--- src/rtl/jtdsp16_do_cache.sv ---
// DO-loop instruction cache: captures the NI instructions after a DO and replays them K-1 more times.
// Optional redo (DO with NI=0 replays the stored block) enabled by defining JTDSP16_REDO_EN.
module jtdsp16_do_cache #(
  parameter int AW = 4
) (
  input  logic        clk,
  input  logic        rst_n,
  input  logic        cen,
  input  logic        do_start,
  input  logic [10:0] do_data,
  input  logic [15:0] rom_dout,
  input  logic        fetch_adv,
  input  logic        ins_start,
  input  logic        ins_long,
  output logic [15:0] cache_dout,
  output logic        cache_sel,
  output logic        pc_hold,
  output logic        loop_busy,
  output logic        fault
);
  localparam int DEPTH = 1 << AW;

  typedef enum logic [1:0] {IDLE, FILL, REPLAY} state_t;

  state_t          state, state_n;
  logic [15:0]     mem [DEPTH];
  logic [AW-1:0]   wr_ptr, wr_ptr_n, rd_ptr, rd_ptr_n;
  logic [AW:0]     len, len_n;
  logic [3:0]      ni_left, ni_left_n;
  logic [6:0]      cnt, cnt_n;
  logic            lat_long, lat_long_n, ovf, ovf_n, fault_n, sel, sel_n;
  logic            we, last_word, last_rd, full;
  logic [3:0]      do_ni;
  logic [6:0]      do_k, k_eff;

  assign do_ni      = do_data[10:7];
  assign do_k       = do_data[6:0];
  assign k_eff      = (do_k == 7'd0) ? 7'd1 : do_k;
  assign full       = (len == (AW+1)'(DEPTH));
  // Final word of the loop body: a short NI-th instruction, or the tail of a long one
  assign last_word  = ins_start ? (ni_left == 4'd1 && !ins_long) : (lat_long && ni_left == 4'd0);
  assign last_rd    = ({1'b0, rd_ptr} == len - 1'b1);

  assign cache_dout = mem[rd_ptr];
  assign cache_sel  = sel;
  assign pc_hold    = sel;
  assign loop_busy  = (state != IDLE);

  always_comb begin
    state_n    = state;
    wr_ptr_n   = wr_ptr;
    rd_ptr_n   = rd_ptr;
    len_n      = len;
    ni_left_n  = ni_left;
    cnt_n      = cnt;
    lat_long_n = lat_long;
    ovf_n      = ovf;
    fault_n    = fault;
    sel_n      = sel;
    we         = 1'b0;
    if (cen) begin
      if (do_start && state != IDLE) fault_n = 1'b1;
      case (state)
        IDLE: if (do_start) begin
          if (do_ni != 4'd0) begin
            ni_left_n  = do_ni;
            cnt_n      = k_eff;
            wr_ptr_n   = '0;
            len_n      = '0;
            ovf_n      = 1'b0;
            lat_long_n = 1'b0;
            state_n    = FILL;
            if (do_k == 7'd0) fault_n = 1'b1;
          end else begin
`ifdef JTDSP16_REDO_EN
            if (len != '0) begin
              cnt_n    = k_eff;
              rd_ptr_n = '0;
              sel_n    = 1'b1;
              state_n  = REPLAY;
            end else begin
              fault_n  = 1'b1;
            end
`else
            fault_n = 1'b1;
`endif
          end
        end
        FILL: if (fetch_adv) begin
          if (full) begin
            fault_n = 1'b1;
            ovf_n   = 1'b1;
          end else begin
            we       = 1'b1;
            wr_ptr_n = wr_ptr + 1'b1;
            len_n    = len + 1'b1;
          end
          if (ins_start) begin
            ni_left_n  = ni_left - 4'd1;
            lat_long_n = ins_long;
          end
          if (last_word) begin
            // An overflowed body is incomplete, so it is never replayed
            if (cnt == 7'd1 || ovf || full) begin
              state_n = IDLE;
            end else begin
              cnt_n    = cnt - 7'd1;
              rd_ptr_n = '0;
              sel_n    = 1'b1;
              state_n  = REPLAY;
            end
          end
        end
        REPLAY: if (fetch_adv) begin
          if (last_rd) begin
            rd_ptr_n = '0;
            if (cnt == 7'd1) begin
              sel_n   = 1'b0;
              state_n = IDLE;
            end else begin
              cnt_n   = cnt - 7'd1;
            end
          end else begin
            rd_ptr_n = rd_ptr + 1'b1;
          end
        end
        default: state_n = IDLE;
      endcase
    end
  end

  always_ff @(posedge clk or negedge rst_n) begin
    if (!rst_n) begin
      state    <= IDLE;
      wr_ptr   <= '0;
      rd_ptr   <= '0;
      len      <= '0;
      ni_left  <= '0;
      cnt      <= '0;
      lat_long <= 1'b0;
      ovf      <= 1'b0;
      fault    <= 1'b0;
      sel      <= 1'b0;
    end else begin
      state    <= state_n;
      wr_ptr   <= wr_ptr_n;
      rd_ptr   <= rd_ptr_n;
      len      <= len_n;
      ni_left  <= ni_left_n;
      cnt      <= cnt_n;
      lat_long <= lat_long_n;
      ovf      <= ovf_n;
      fault    <= fault_n;
      sel      <= sel_n;
    end
  end

  // Storage is not reset so a completed body survives for redo
  always_ff @(posedge clk) begin
    if (we) mem[wr_ptr] <= rom_dout;
  end

endmodule

--- config.mk ---
export PLATFORM = sky130hd
export DESIGN_NAME = jtdsp16_do_cache
export DESIGN_NICKNAME = d
export VERILOG_FILES = /design/src/rtl/jtdsp16_do_cache.sv
export SDC_FILE = /design/constraint.sdc
export NUM_CORES = 1
export LEC_CHECK = 0
export BUFFER_PORTS_ARGS = -buffer_cell sky130_fd_sc_hd__buf_2
export CAP_MARGIN = 10
export CELL_PAD_IN_SITES_DETAIL_PLACEMENT = 0
export CELL_PAD_IN_SITES_GLOBAL_PLACEMENT = 2
export CORE_AREA = 2 2 187 189
export CTS_CLUSTER_SIZE = 28
export DETAILED_ROUTE_END_ITERATION = 7
export DIE_AREA = 0 0 189 191
export PLACE_DENSITY = 0.61
export SYNTH_ARGS = -nofsm -noshare
export SYNTH_HDL_FRONTEND = slang
export SYNTH_SLANG_ARGS = --single-unit
--- constraint.sdc ---
create_clock -name clk -period 5.6 [get_ports clk]
set_clock_uncertainty 0.15 [all_clocks]
set_input_delay 1.12 -clock clk [delete_from_list [all_inputs] [get_ports clk]]
set_output_delay 1.12 -clock clk [all_outputs]
set_load 0.01 [all_outputs]
==> impl_results.rst, run 1 <==
.. list-table::
   :header-rows: 1

   * - Metric
     - Value
   * - Global Route met2 Usage
     - between 20 and 30%
   * - Layout fillers
     - 3016
   * - Via count of the first global-routing pass
     - 6280
   * - Setup crit start
     - rd_ptr[0]
   * - Buffers plus inverters on the worst setup path
     - 2
   * - Share of synthesized cell area in and, or, nand and nor gates
     - under 10%
   * - Total nets after synthesis
     - 653
   * - Tightest hold margin
     - 300 ps
   * - Max Root-Sink Buffers
     - 3
   * - Final setup violating endpoints
     - 0
   * - Remaining number of nets flagged by the antenna check after routing
     - 0
   * - Number of remaining DRC errors
     - 0
   * - Static leakage
     - 4.44 nW
   * - Util after Layout
     - 40.2%
   * - Adder-cell share of the synthesized area
     - 1.70%
   * - Sum of overflow across all layers after global routing
     - 0
   * - Largest stage delay on the critical path
     - 890 ps
   * - Number of cells on the critical path
     - 4
   * - Wire length of the first global-routing pass
     - 39000 µm
   * - Number of inserted diodes
     - 0
   * - Clock-pin slew on the worst setup and hold paths
     - 60 ps
   * - Post-Synthesis Mean Instance Area
     - 19.5 µm²
   * - Worst r2r path cells
     - 7
   * - Async set or reset register ratio after synthesis
     - 10.5%
   * - Most congested layer reported by global routing
     - met2
   * - Initial detailed-routing violation count
     - about 530
   * - HPWL reported at the end of detailed placement
     - around 15000 µm
   * - Shortest period the worst path allows
     - about 4400 ps
   * - CTS Root Buffer Type
     - sky130_fd_sc_hd__clkbuf_16
   * - Max-slew violation total from the final report
     - 0
   * - Initial cell density of the core
     - between 30 and 40%
   * - Dominant synthesized flop cell
     - sky130_fd_sc_hd__edfxtp_1
   * - Count of endpoints failing hold in the final timing report
     - 0
   * - Number of standard cells in the layout, taps in and fillers out
     - ~1200
   * - Global Route met3 Usage
     - 2.09%
   * - Area enclosed by the die boundary
     - 0.0361 mm²
   * - Fraction of the mapped netlist area in compound gates
     - ~3.7%
   * - Width of the die
     - ~190 µm
   * - Total standard cell area after synthesis
     - approximately 0.012 mm²
   * - Max Clock Freq
     - approximately 230 MHz
   * - Number of placed instances with taps included
     - between 1000 and 1500
   * - Number of max-capacitance violations reported
     - 0
   * - Unrepaired setup endpoints after global routing
     - no
   * - Inserted Clock Buffers
     - 31
   * - Worst-Skew Late Latency
     - 550 ps
   * - Number of cells on the worst hold path
     - 1
   * - Global router's overall resource usage
     - between 10 and 15%
   * - Final period utilization
     - between 70 and 80%
   * - WS Path Type
     - flop to output pin
   * - Hold/Removal Path Class
     - flop to flop
   * - Setup crit end kind
     - output pin
   * - Via Count
     - about 5900
   * - Sequential element share of the synthesized area
     - between 70% and 80%
   * - Dominant combinational cell family by area after synthesis
     - multiplexers
   * - Post-synthesis share of cell area spent on xor and xnor gates
     - less than 1%
   * - Power density cells
     - 428 mW/mm²
   * - Post-detailed-routing wire length
     - between 20000 and 30000 µm
   * - Slowest stage cell, crit path
     - sky130_fd_sc_hd__dfrtp_4
   * - NumNets Final
     - roughly 730
   * - WL per Instance
     - 22.4 µm
   * - Setup crit start kind
     - flop
   * - Vert. Die Dim
     - 191 µm
   * - Signal arrival time at the worst endpoint
     - 3150 ps
   * - Number of antenna violations at the first check in global routing
     - 0
   * - Number of top-level design ports
     - 54
   * - Setup slack on the worst flop-to-flop path
     - between 2000 and 2500 ps
   * - RR Startpoint
     - state[1]
   * - Family with the most delay on the worst path
     - multiplexers
   * - Crit path required time
     - ~4300 ps
   * - PostCTS Resize Cnt
     - 0
   * - Setup repair bufs after CTS
     - 0
   * - Worst vdd rail ir drop
     - around 0.33 mV
   * - Iteration count of the initial detailed-routing pass
     - 4
   * - Number of library cell types mapped by synthesis
     - 55
   * - EDFF count, synth
     - 256
   * - Sum of negative setup slack
     - 0 ps
   * - Maximum number of pins on one net before global-route repair
     - around 40
   * - FF+latch count, synth
     - 286
   * - Core Box Area
     - ~0.034 mm²
   * - Clock tree from TritonCTS
     - built
   * - Cells traversed along the worst timing path
     - buf_4 > mux4_2 > mux4_2 > buf_2
   * - Global placer's final weighted congestion
     - about 0.73
   * - Post-synthesis cell count
     - about 600
   * - Count of port buffers added during placement
     - 53
   * - Worst min-delay path startpoint
     - fault
   * - Total number of clock tree sinks
     - around 290
   * - Rows
     - between 60 and 70
   * - Share of cell area taken by muxes after synthesis
     - 15.7%
   * - Slew of the pin with the lowest slew margin
     - between 800 and 900 ps
   * - Depth of the CTS H-tree
     - 1
   * - Via-to-Cell Ratio
     - 5.08
   * - CP dominant cell by count
     - sky130_fd_sc_hd__mux4_2
   * - Layout cells sized above 1
     - 32.4%
   * - Normalized max-slew margin
     - between 40 and 50%
   * - Critical Path Fanout Max
     - 38
   * - Overall Power
     - between 5 and 6 mW
   * - Area growth syn-to-layout
     - 16.6%
   * - Yosys warning count
     - 0
   * - Outcome
     - finished clean
   * - Number of hold buffers added after CTS
     - 0
   * - Global routing met1 resource utilization
     - roughly a fifth
[synth_stat cells, drive strengths merged, types with 2 or more instances]
cell type | number | area (µm²)
o211ai | 3 | 22.5
xor2 | 3 | 26.3
or4 | 2 | 15.0
nand3 | 11 | 67.6
nor2b | 3 | 18.8
edfxtp | 256 | 7690
nor3b | 2 | 20.0
ha | 16 | 200
nand2 | 23 | 86.3
a22o | 3 | 26.3
a21oi | 9 | 45.0
nand3b | 6 | 57.6
nor3 | 15 | 80.1
a21o | 2 | 15.0
buf | 15 | 101
nand2b | 5 | 31.3
o31ai | 2 | 28.8
inv | 17 | 63.8
o22ai | 2 | 12.5
mux4 | 80 | 1800
dfrtp | 30 | 751
nand4 | 3 | 18.8
clkbuf | 11 | 41.3
a2bb2oi | 4 | 35.0
xnor2 | 5 | 43.8
and2 | 3 | 18.8
a31oi | 3 | 18.8
nor2 | 28 | 108
mux2i | 3 | 30.0
o21ai | 21 | 105
[flip-flops by register name (all words and copies together) (netlist names)]
name and flops:
ni_left 4, rd_ptr 4, cnt 7, cache_sel 1, wr_ptr 4, ovf 1
fault 1, lat_long 1, state 2, len 5, mem 256
[layout by cell type, fill, tap and decap left out, types with 4 or more instances in the layout]
cell and count:
sky130_fd_sc_hd__inv_1 17, sky130_fd_sc_hd__clkinv_1 5, sky130_fd_sc_hd__buf_4 18, sky130_fd_sc_hd__nand3_1 10, sky130_fd_sc_hd__ha_1 16, sky130_fd_sc_hd__mux4_2 80
sky130_fd_sc_hd__nor3_1 10, sky130_fd_sc_hd__edfxtp_1 256, sky130_fd_sc_hd__xnor2_1 5, sky130_fd_sc_hd__nor2_2 11, sky130_fd_sc_hd__nand2_1 23, sky130_fd_sc_hd__buf_2 53
sky130_fd_sc_hd__nor3_2 5, sky130_fd_sc_hd__o21ai_0 21, sky130_fd_sc_hd__a2bb2oi_1 4, sky130_fd_sc_hd__clkbuf_16 31, sky130_fd_sc_hd__a21oi_1 9, sky130_fd_sc_hd__nand2b_1 5
sky130_fd_sc_hd__nand3b_1 5, sky130_fd_sc_hd__bufinv_16 5, sky130_fd_sc_hd__nor2_1 15, sky130_fd_sc_hd__dfrtp_1 28, sky130_fd_sc_hd__clkinv_2 4
[kinds of logic (layout without fill, tap and decap cells)]
group,after synthesis,count (layout)
flip-flops,286,286
AND/OR/NAND/NOR,105,105
multiplexers,84,84
AO/OA/AOI/OAI,61,61
buffers and inverters,43,143
adder cells (fa/ha/maj),16,16
XOR/XNOR,8,8
[final cells by class]
type	instances	area (µm²)	area share, %
tap	455	569	4.15
timing repair buffer	72	420	3.07
clock inverter	21	258	1.88
clock buffer	33	783	5.72
multi-input combinational	274	3170	23.1
inverter	17	63.8	0.466
sequential	286	8440	61.6
[path summary, 6_finish.rpt]
path | to
max | cache_dout[10]
min | fault
max reg2reg | mem[14][11]
min reg2reg | fault
max in group asynchronous | rd_ptr[0]
min in group asynchronous | lat_long
[per-layer routing]
layer	wire, µm	vias up
met5	0	-
met4	409	0
met3	1050	28
met2	13200	112
met1	11300	3132
li1	-	2607
[where the power goes]
part | internal, mW | switching [mW] | total (mW)
sequential | 2.43 | 0.175 | 2.60
combinational | 0.594 | 0.590 | 1.18
clock | 1.24 | 0.831 | 2.07
[worst register-to-register path, stage by stage (launching register included)]
cell	delay, ps
sky130_fd_sc_hd__dfrtp_1	400
sky130_fd_sc_hd__inv_1	110
sky130_fd_sc_hd__ha_1	460
sky130_fd_sc_hd__nand2_1	160
sky130_fd_sc_hd__nor3b_2	380
sky130_fd_sc_hd__nand2_1	250
sky130_fd_sc_hd__nor2_2	620
sky130_fd_sc_hd__buf_4	360
[metrics by stage]
step / instance area [µm²] / setup slack (ps)
finish: 13700 / 1180
CTS: 13700 / 1070
detailed placement: 12700 / 1680
global placement: 12700 / 1710
global route: 13700 / 952
floorplan: 11800 / 2310
(Power assumes the default switching activity.)
==> run 2, diff against run 1 <==
Settings changed: PLACE_DENSITY 0.61 to 0.64.
Clock period 5.6 ns to 3.7 ns, I/O delays scaled along.
==> run 2 against run 1 <==
Sequential power up 49%. Final cell count up 1.3%. Design area up 1.6%. Utilization up 0.62 points.
==> impl_results.rst, run 2 (synthesis results as in run 1) <==
.. list-table::
   :header-rows: 1

   * - Metric
     - Value
   * - Number of inserted diodes
     - 0 (unchanged)
   * - RR Startpoint
     - state[1]
   * - Number of hold buffers added after CTS
     - 0 (unchanged)
   * - Area enclosed by the die boundary
     - 0.0361 mm² (unchanged)
   * - Top Registers
     - mem x256, cnt x7, len x5
   * - Vert. Die Dim
     - 191 µm (unchanged)
   * - Setup slack on the worst flop-to-flop path
     - 640 ps (-1760 ps)
   * - Inserted Clock Buffers
     - 31 (unchanged)
   * - Worst-Skew Late Latency
     - 570 ps (+20 ps)
   * - Rows
     - 68 (unchanged)
   * - Number of remaining DRC errors
     - 0 (unchanged)
   * - Most common cell after layout, fill and taps aside
     - sky130_fd_sc_hd__edfxtp_1
   * - Global Route met2 Usage
     - 25.1% (-0.52 points)
   * - Number of cells on the critical path
     - 4 (unchanged)
   * - Worst vdd rail ir drop
     - 0.391 mV (+17%)
   * - Flip-flop count of the largest register, all copies and words added
     - 256 (unchanged)
   * - Clock tree from TritonCTS
     - built
   * - Max Root-Sink Buffers
     - 3 (unchanged)
   * - Largest stage delay on the critical path
     - 640 ps (-250 ps)
   * - Number of antenna violations at the first check in global routing
     - 0 (unchanged)
   * - Largest register by flop count
     - mem
   * - Core Box Area
     - 0.0341 mm² (unchanged)
   * - Static leakage
     - 4.52 nW (+2.0%)
   * - Initial cell density of the core
     - 34.4% (unchanged)
   * - Worst r2r path cells
     - 7 (unchanged)
   * - Sum of negative setup slack
     - 0 ps (unchanged)
   * - Most congested layer reported by global routing
     - met2
   * - Remaining number of nets flagged by the antenna check after routing
     - 0 (unchanged)
   * - Reg-to-Reg End
     - mem[8][14]
   * - WL per Instance
     - 22.1 µm (-1.2%)
   * - Count of port buffers added during placement
     - 53 (unchanged)
   * - Power density cells
     - 649 mW/mm² (+52%)
   * - Unrepaired setup endpoints after global routing
     - no
   * - Setup crit start kind
     - flop
   * - Layout fillers
     - 3035 (+0.63%)
   * - NumNets Final
     - 743 (+1.5%)
   * - Via-to-Cell Ratio
     - 5.06 (-0.34%)
   * - Family with the most delay on the worst path
     - multiplexers
   * - HPWL reported at the end of detailed placement
     - 15700 µm (+2.4%)
   * - Max-slew violation total from the final report
     - 0 (unchanged)
   * - Number of top-level design ports
     - 54 (unchanged)
   * - Post-detailed-routing wire length
     - 25900 µm (about the same)
   * - Count of endpoints failing hold in the final timing report
     - 0 (unchanged)
   * - WS Path Type
     - flop to output pin
   * - Crit path required time
     - 2810 ps (-1520 ps)
   * - Slowest stage cell, crit path
     - sky130_fd_sc_hd__dfrtp_4
   * - Final period utilization
     - a little over nine tenths
   * - Width of the die
     - 189 µm (unchanged)
   * - Cells traversed along the worst timing path
     - buf_4 > mux4_2 > mux4_2 > buf_2
   * - Signal arrival time at the worst endpoint
     - 2620 ps (-530 ps)
   * - Wire length of the first global-routing pass
     - 39700 µm (+1.7%)
   * - Final setup violating endpoints
     - 0 (unchanged)
   * - Maximum number of pins on one net before global-route repair
     - 31 (-24%)
   * - Outcome
     - finished clean
   * - Via Count
     - 5935 (+0.95%)
   * - Area growth syn-to-layout
     - 18.4%
   * - Global placer's final weighted congestion
     - 0.752 (+3.4%)
   * - Normalized max-slew margin
     - 48.7% (+3.5 points)
   * - Slew of the pin with the lowest slew margin
     - 769 ps (-50.6 ps)
   * - Global routing met1 resource utilization
     - 19.7% (+0.65 points)
   * - Global router's overall resource usage
     - 14.8% (+0.29 points)
   * - Critical Path Fanout Max
     - 24 (-37%)
   * - Shortest period the worst path allows
     - 3510 ps
   * - Depth of the CTS H-tree
     - 1 (unchanged)
   * - Max Clock Freq
     - around 280 MHz
   * - Via count of the first global-routing pass
     - 6405 (+2.0%)
   * - Buffers plus inverters on the worst setup path
     - 2 (unchanged)
   * - Commonest cells after routing, fill and taps aside
     - sky130_fd_sc_hd__edfxtp_1, sky130_fd_sc_hd__mux4_2, sky130_fd_sc_hd__buf_2, sky130_fd_sc_hd__clkbuf_16, sky130_fd_sc_hd__dfrtp_1
   * - Global Route met3 Usage
     - 2.40% (+0.31 points)
   * - Sum of overflow across all layers after global routing
     - 0 (unchanged)
   * - Initial detailed-routing violation count
     - 401 (-25%)
   * - Setup crit end kind
     - output pin
   * - Number of max-capacitance violations reported
     - 0 (unchanged)
   * - Iteration count of the initial detailed-routing pass
     - 4 (unchanged)
   * - Tightest hold margin
     - 99.4 ps (-201 ps)
   * - Layout cells sized above 1
     - 33.4% (+0.99 points)
   * - Clock-pin slew on the worst setup and hold paths
     - 60 ps (about the same)
   * - Total number of clock tree sinks
     - 286 (unchanged)
   * - CP dominant cell by count
     - sky130_fd_sc_hd__mux4_2
   * - Hold/Removal Path Class
     - primary input to async pin
   * - CTS Root Buffer Type
     - sky130_fd_sc_hd__clkbuf_16
## run 2: cell types whose count changed in the layout (fill, tap and decap cells not counted), sizes merged
cell,change
buf,+11
clkinvlp,+3
clkbuf,+2
bufinv,+1
clkinv,-1
inv,-1
## run 2: area by class of cell
cell class	count	area [µm²]	area share, %
well taps	455	569	4.09
inverters	17	63.8	0.459
multi-input cells	274	3160	22.7
repair buffers	83	603	4.33
flip-flops and latches	286	8450	60.7
clock inverters	23	288	2.07
clock buffers	35	791	5.68
## run 2: worst reg2reg max path, delay by kind of cell, from the launching register on
family        cells  cell delay (ps)
simple gates      4             1430
buf+inv           2              340
fa+ha+maj         1              450
flops             1              400
## run 2: through the flow
| step | cells | power [mW] | area, µm² | util [%] | setup slack (ps) |
|---|---|---|---|---|---|
| 2_1_floorplan | 603 | 5.32 | 11800 | - | 638 |
| 3_3_place_gp | 1113 | 5.86 | 12800 | 37.6 | 618 |
| 3_5_place_dp | 1113 | 5.91 | 12800 | 37.6 | 556 |
| 4_1_cts | 1173 | 9.16 | 13900 | 40.8 | 109 |
| 5_1_grt | 1173 | 9.51 | 13900 | 40.8 | 59.8 |
| 6_report | 1173 | 9.04 | 13900 | 40.8 | 188 |
## run 2: routing by layer
metal	part of all wire, %	routed length [µm]
met2	49	12700
met1	43	11200
met3	5.3	1380
met5	0	0
met4	2.7	706
## run 2: power breakdown
part           switching, mW  internal (mW)
Sequential             0.188           3.68
Clock                   1.27           1.96
Combinational          0.990          0.951
Total                   2.45           6.59
## run 2: how the worst max path moves through the flow
stage / start / endpoint
final: rd_ptr[1] / cache_dout[7]
after global routing: rd_ptr[1] / cache_dout[7]
after CTS: rd_ptr[1] / cache_dout[7]
after detailed placement: rd_ptr[1] / cache_dout[7]
after global placement: rd_ptr[1] / cache_dout[7]
after floorplan: len[0] / mem[0][0]
## run 2: repair_timing
| item | 4_1_cts | 5_1_grt |
|---|---|---|
| gates resized for setup | 1 | 0 |
| buffers inserted | 2 | 0 |
| endpoints found under the setup margin | 2 | 0 |
==> run 3, diff against run 2 <==
Settings changed: CTS_CLUSTER_SIZE 28 to 40, MAX_ROUTING_LAYER from default to met4.
==> run 3 against run 2 <==
Highest routed layer unchanged. Count of clock-buffer cells in the layout increased by 1. Non-clock buffer count is the same. Clock power decreased by 2%.
==> impl_results.rst, run 3 (synthesis results as in run 1) <==
.. list-table::
   :header-rows: 1

   * - Metric
     - Value
   * - Wire length of the first global-routing pass
     - 39700 µm (about the same)
   * - Reg-to-Reg End
     - mem[8][7]
   * - HPWL reported at the end of detailed placement
     - 15700 µm (unchanged)
   * - Setup crit start kind
     - flop
   * - Most common cell after layout, fill and taps aside
     - sky130_fd_sc_hd__edfxtp_1
   * - Largest stage delay on the critical path
     - 640 ps (about the same)
   * - Area growth syn-to-layout
     - 18.2%
   * - Via Count
     - 5937 (+0.034%)
   * - Unrepaired setup endpoints after global routing
     - no
   * - Rows
     - 68 (unchanged)
   * - Number of top-level design ports
     - 54 (unchanged)
   * - Number of remaining DRC errors
     - 0 (unchanged)
   * - Count of port buffers added during placement
     - 53 (unchanged)
   * - Buffers plus inverters on the worst setup path
     - 2 (unchanged)
   * - NumNets Final
     - 743 (unchanged)
   * - Design area
     - 0.0139 mm² (-0.16%)
   * - Top Registers
     - mem x256, cnt x7, len x5
   * - Number of standard cells in the layout, taps in and fillers out
     - 1173 (unchanged)
   * - Clock tree from TritonCTS
     - built
   * - Crit path required time
     - 2810 ps (about the same)
   * - Area occupied by multi-input gates
     - 0.00316 mm² (unchanged)
   * - Via count of the first global-routing pass
     - 6392 (-0.20%)
   * - Final period utilization
     - 95.0% (+0.11 points)
   * - Critical Path Fanout Max
     - 24 (unchanged)
   * - Power density cells
     - 645 mW/mm² (-0.61%)
   * - Number of inserted diodes
     - 0 (unchanged)
   * - CTS Root Buffer Type
     - sky130_fd_sc_hd__clkbuf_16
   * - CP dominant cell by count
     - sky130_fd_sc_hd__mux4_2
   * - Setup slack on the worst flop-to-flop path
     - 650 ps (about the same)
   * - Vert. Die Dim
     - 191 µm (unchanged)
   * - Width of the die
     - 189 µm (unchanged)
   * - Setup crit end kind
     - output pin
   * - Largest register by flop count
     - mem
   * - Core Box Area
     - 0.0341 mm² (unchanged)
   * - Remaining number of nets flagged by the antenna check after routing
     - 0 (unchanged)
   * - Inserted Clock Buffers
     - 31 (unchanged)
   * - WS Path Type
     - flop to output pin
   * - Cells traversed along the worst timing path
     - buf_4 > mux4_2 > mux4_2 > buf_2
   * - Maximum number of pins on one net before global-route repair
     - 31 (unchanged)
   * - Slew of the pin with the lowest slew margin
     - 752 ps (-17.9 ps)
   * - Post-detailed-routing wire length
     - 26000 µm (+0.10%)
   * - Flip-flop count of the largest register, all copies and words added
     - 256 (unchanged)
   * - Iteration count of the initial detailed-routing pass
     - 4 (unchanged)
   * - Commonest cells after routing, fill and taps aside
     - sky130_fd_sc_hd__edfxtp_1, sky130_fd_sc_hd__mux4_2, sky130_fd_sc_hd__buf_2, sky130_fd_sc_hd__clkbuf_16, sky130_fd_sc_hd__dfrtp_1
   * - Initial detailed-routing violation count
     - 426 (+6.2%)
   * - Normalized max-slew margin
     - 49.9% (+1.2 points)
   * - Via-to-Cell Ratio
     - 5.06 (about the same)
   * - Number of antenna violations at the first check in global routing
     - 0 (unchanged)
   * - Number of placed instances with taps included
     - 1113 (unchanged)
   * - Layout cells sized above 1
     - 33.3% (-0.14 points)
   * - Max-slew violation total from the final report
     - 0 (unchanged)
   * - Family with the most delay on the worst path
     - multiplexers
   * - Sum of overflow across all layers after global routing
     - 0 (unchanged)
   * - Initial cell density of the core
     - 34.4% (unchanged)
   * - Depth of the CTS H-tree
     - 1 (unchanged)
   * - Area of placed instances
     - 0.0128 mm² (unchanged)
   * - Worst r2r path cells
     - 7 (unchanged)
   * - WL per Instance
     - 22.1 µm (+0.10%)
   * - Outcome
     - finished clean
   * - Signal arrival time at the worst endpoint
     - 2630 ps (about the same)
   * - Static leakage
     - 4.51 nW (-0.28%)
   * - Clock-pin slew on the worst setup and hold paths
     - 60 ps (about the same)
   * - Worst-Skew Late Latency
     - 560 ps (about the same)
   * - Shortest period the worst path allows
     - 3520 ps (+4.03 ps)
   * - Register area
     - 0.00845 mm² (unchanged)
   * - Slowest stage cell, crit path
     - sky130_fd_sc_hd__dfrtp_4
   * - Global router's overall resource usage
     - 15.2% (+0.44 points)
   * - Total number of clock tree sinks
     - 286 (unchanged)
   * - Final setup violating endpoints
     - 0 (unchanged)
   * - Hold/Removal Path Class
     - primary input to async pin
   * - RR Startpoint
     - state[1]
   * - Count of endpoints failing hold in the final timing report
     - 0 (unchanged)
   * - Layout fillers
     - 3035 (unchanged)
   * - Worst vdd rail ir drop
     - 0.367 mV (-6.0%)
   * - Global placer's final weighted congestion
     - 0.763 (+1.5%)
   * - Area enclosed by the die boundary
     - 0.0361 mm² (unchanged)
   * - Max Clock Freq
     - 284 MHz (-0.11%)
   * - Sum of negative setup slack
     - 0 ps (unchanged)
   * - Number of hold buffers added after CTS
     - 0 (unchanged)
   * - Number of max-capacitance violations reported
     - 0 (unchanged)
   * - Max Root-Sink Buffers
     - 3 (unchanged)
==> run 3: per-layer routing <==
metal / vias up / track usage (%) / share of wire (%)
met3: 53 / 2.40 / 5.2
met2: 136 / 25.0 / 49
li1: 2639 / - / -
met5: - / - / 0
met1: 3109 / 19.8 / 44
met4: 0 / 4.33 / 2.5
==> run 3: metrics by stage <==
step	total power, mW	hold slack [ps]	setup WS (ps)	utilization (%)
floorplan	5.32	294	638	-
global placement	5.86	292	618	37.6
detailed placement	5.91	297	556	37.6
CTS	9.09	108	111	40.7
global route	9.44	145	57.7	40.7
finish	8.97	89.1	184	40.7
==> run 3: final cells by class <==
cell class | count | area share (%)
clock buffer | 36 | 5.72
clock inverter | 22 | 1.88
inverter | 17 | 0.459
multi-input combinational | 274 | 22.7
sequential | 286 | 60.8
tap | 455 | 4.10
timing repair buffer | 83 | 4.34
==> run 3: power breakdown <==
part	internal [mW]	switching [mW]
combinational	0.950	0.990
clock	1.89	1.26
sequential	3.68	0.188
total	6.53	2.44
==> run 3: how the worst max path moves through the flow <==
stage	startpoint	to	slack (ps)	depth (start not counted)
2_1_floorplan	len[0]	mem[0][0]	640	6
3_3_place_gp	rd_ptr[1]	cache_dout[7]	620	4
3_5_place_dp	rd_ptr[1]	cache_dout[7]	560	4
4_1_cts	rd_ptr[1]	cache_dout[7]	110	4
5_1_grt	rd_ptr[1]	cache_dout[7]	60	4
6_report	rd_ptr[1]	cache_dout[7]	180	4
==> run 3: timing repair <==
| action | CTS | global route |
|---|---|---|
| hold endpoints to repair | 0 | 0 |
| resized for setup | 1 | 0 |
| buffers inserted | 2 | 0 |
| endpoints found under the setup margin | 2 | 0 |
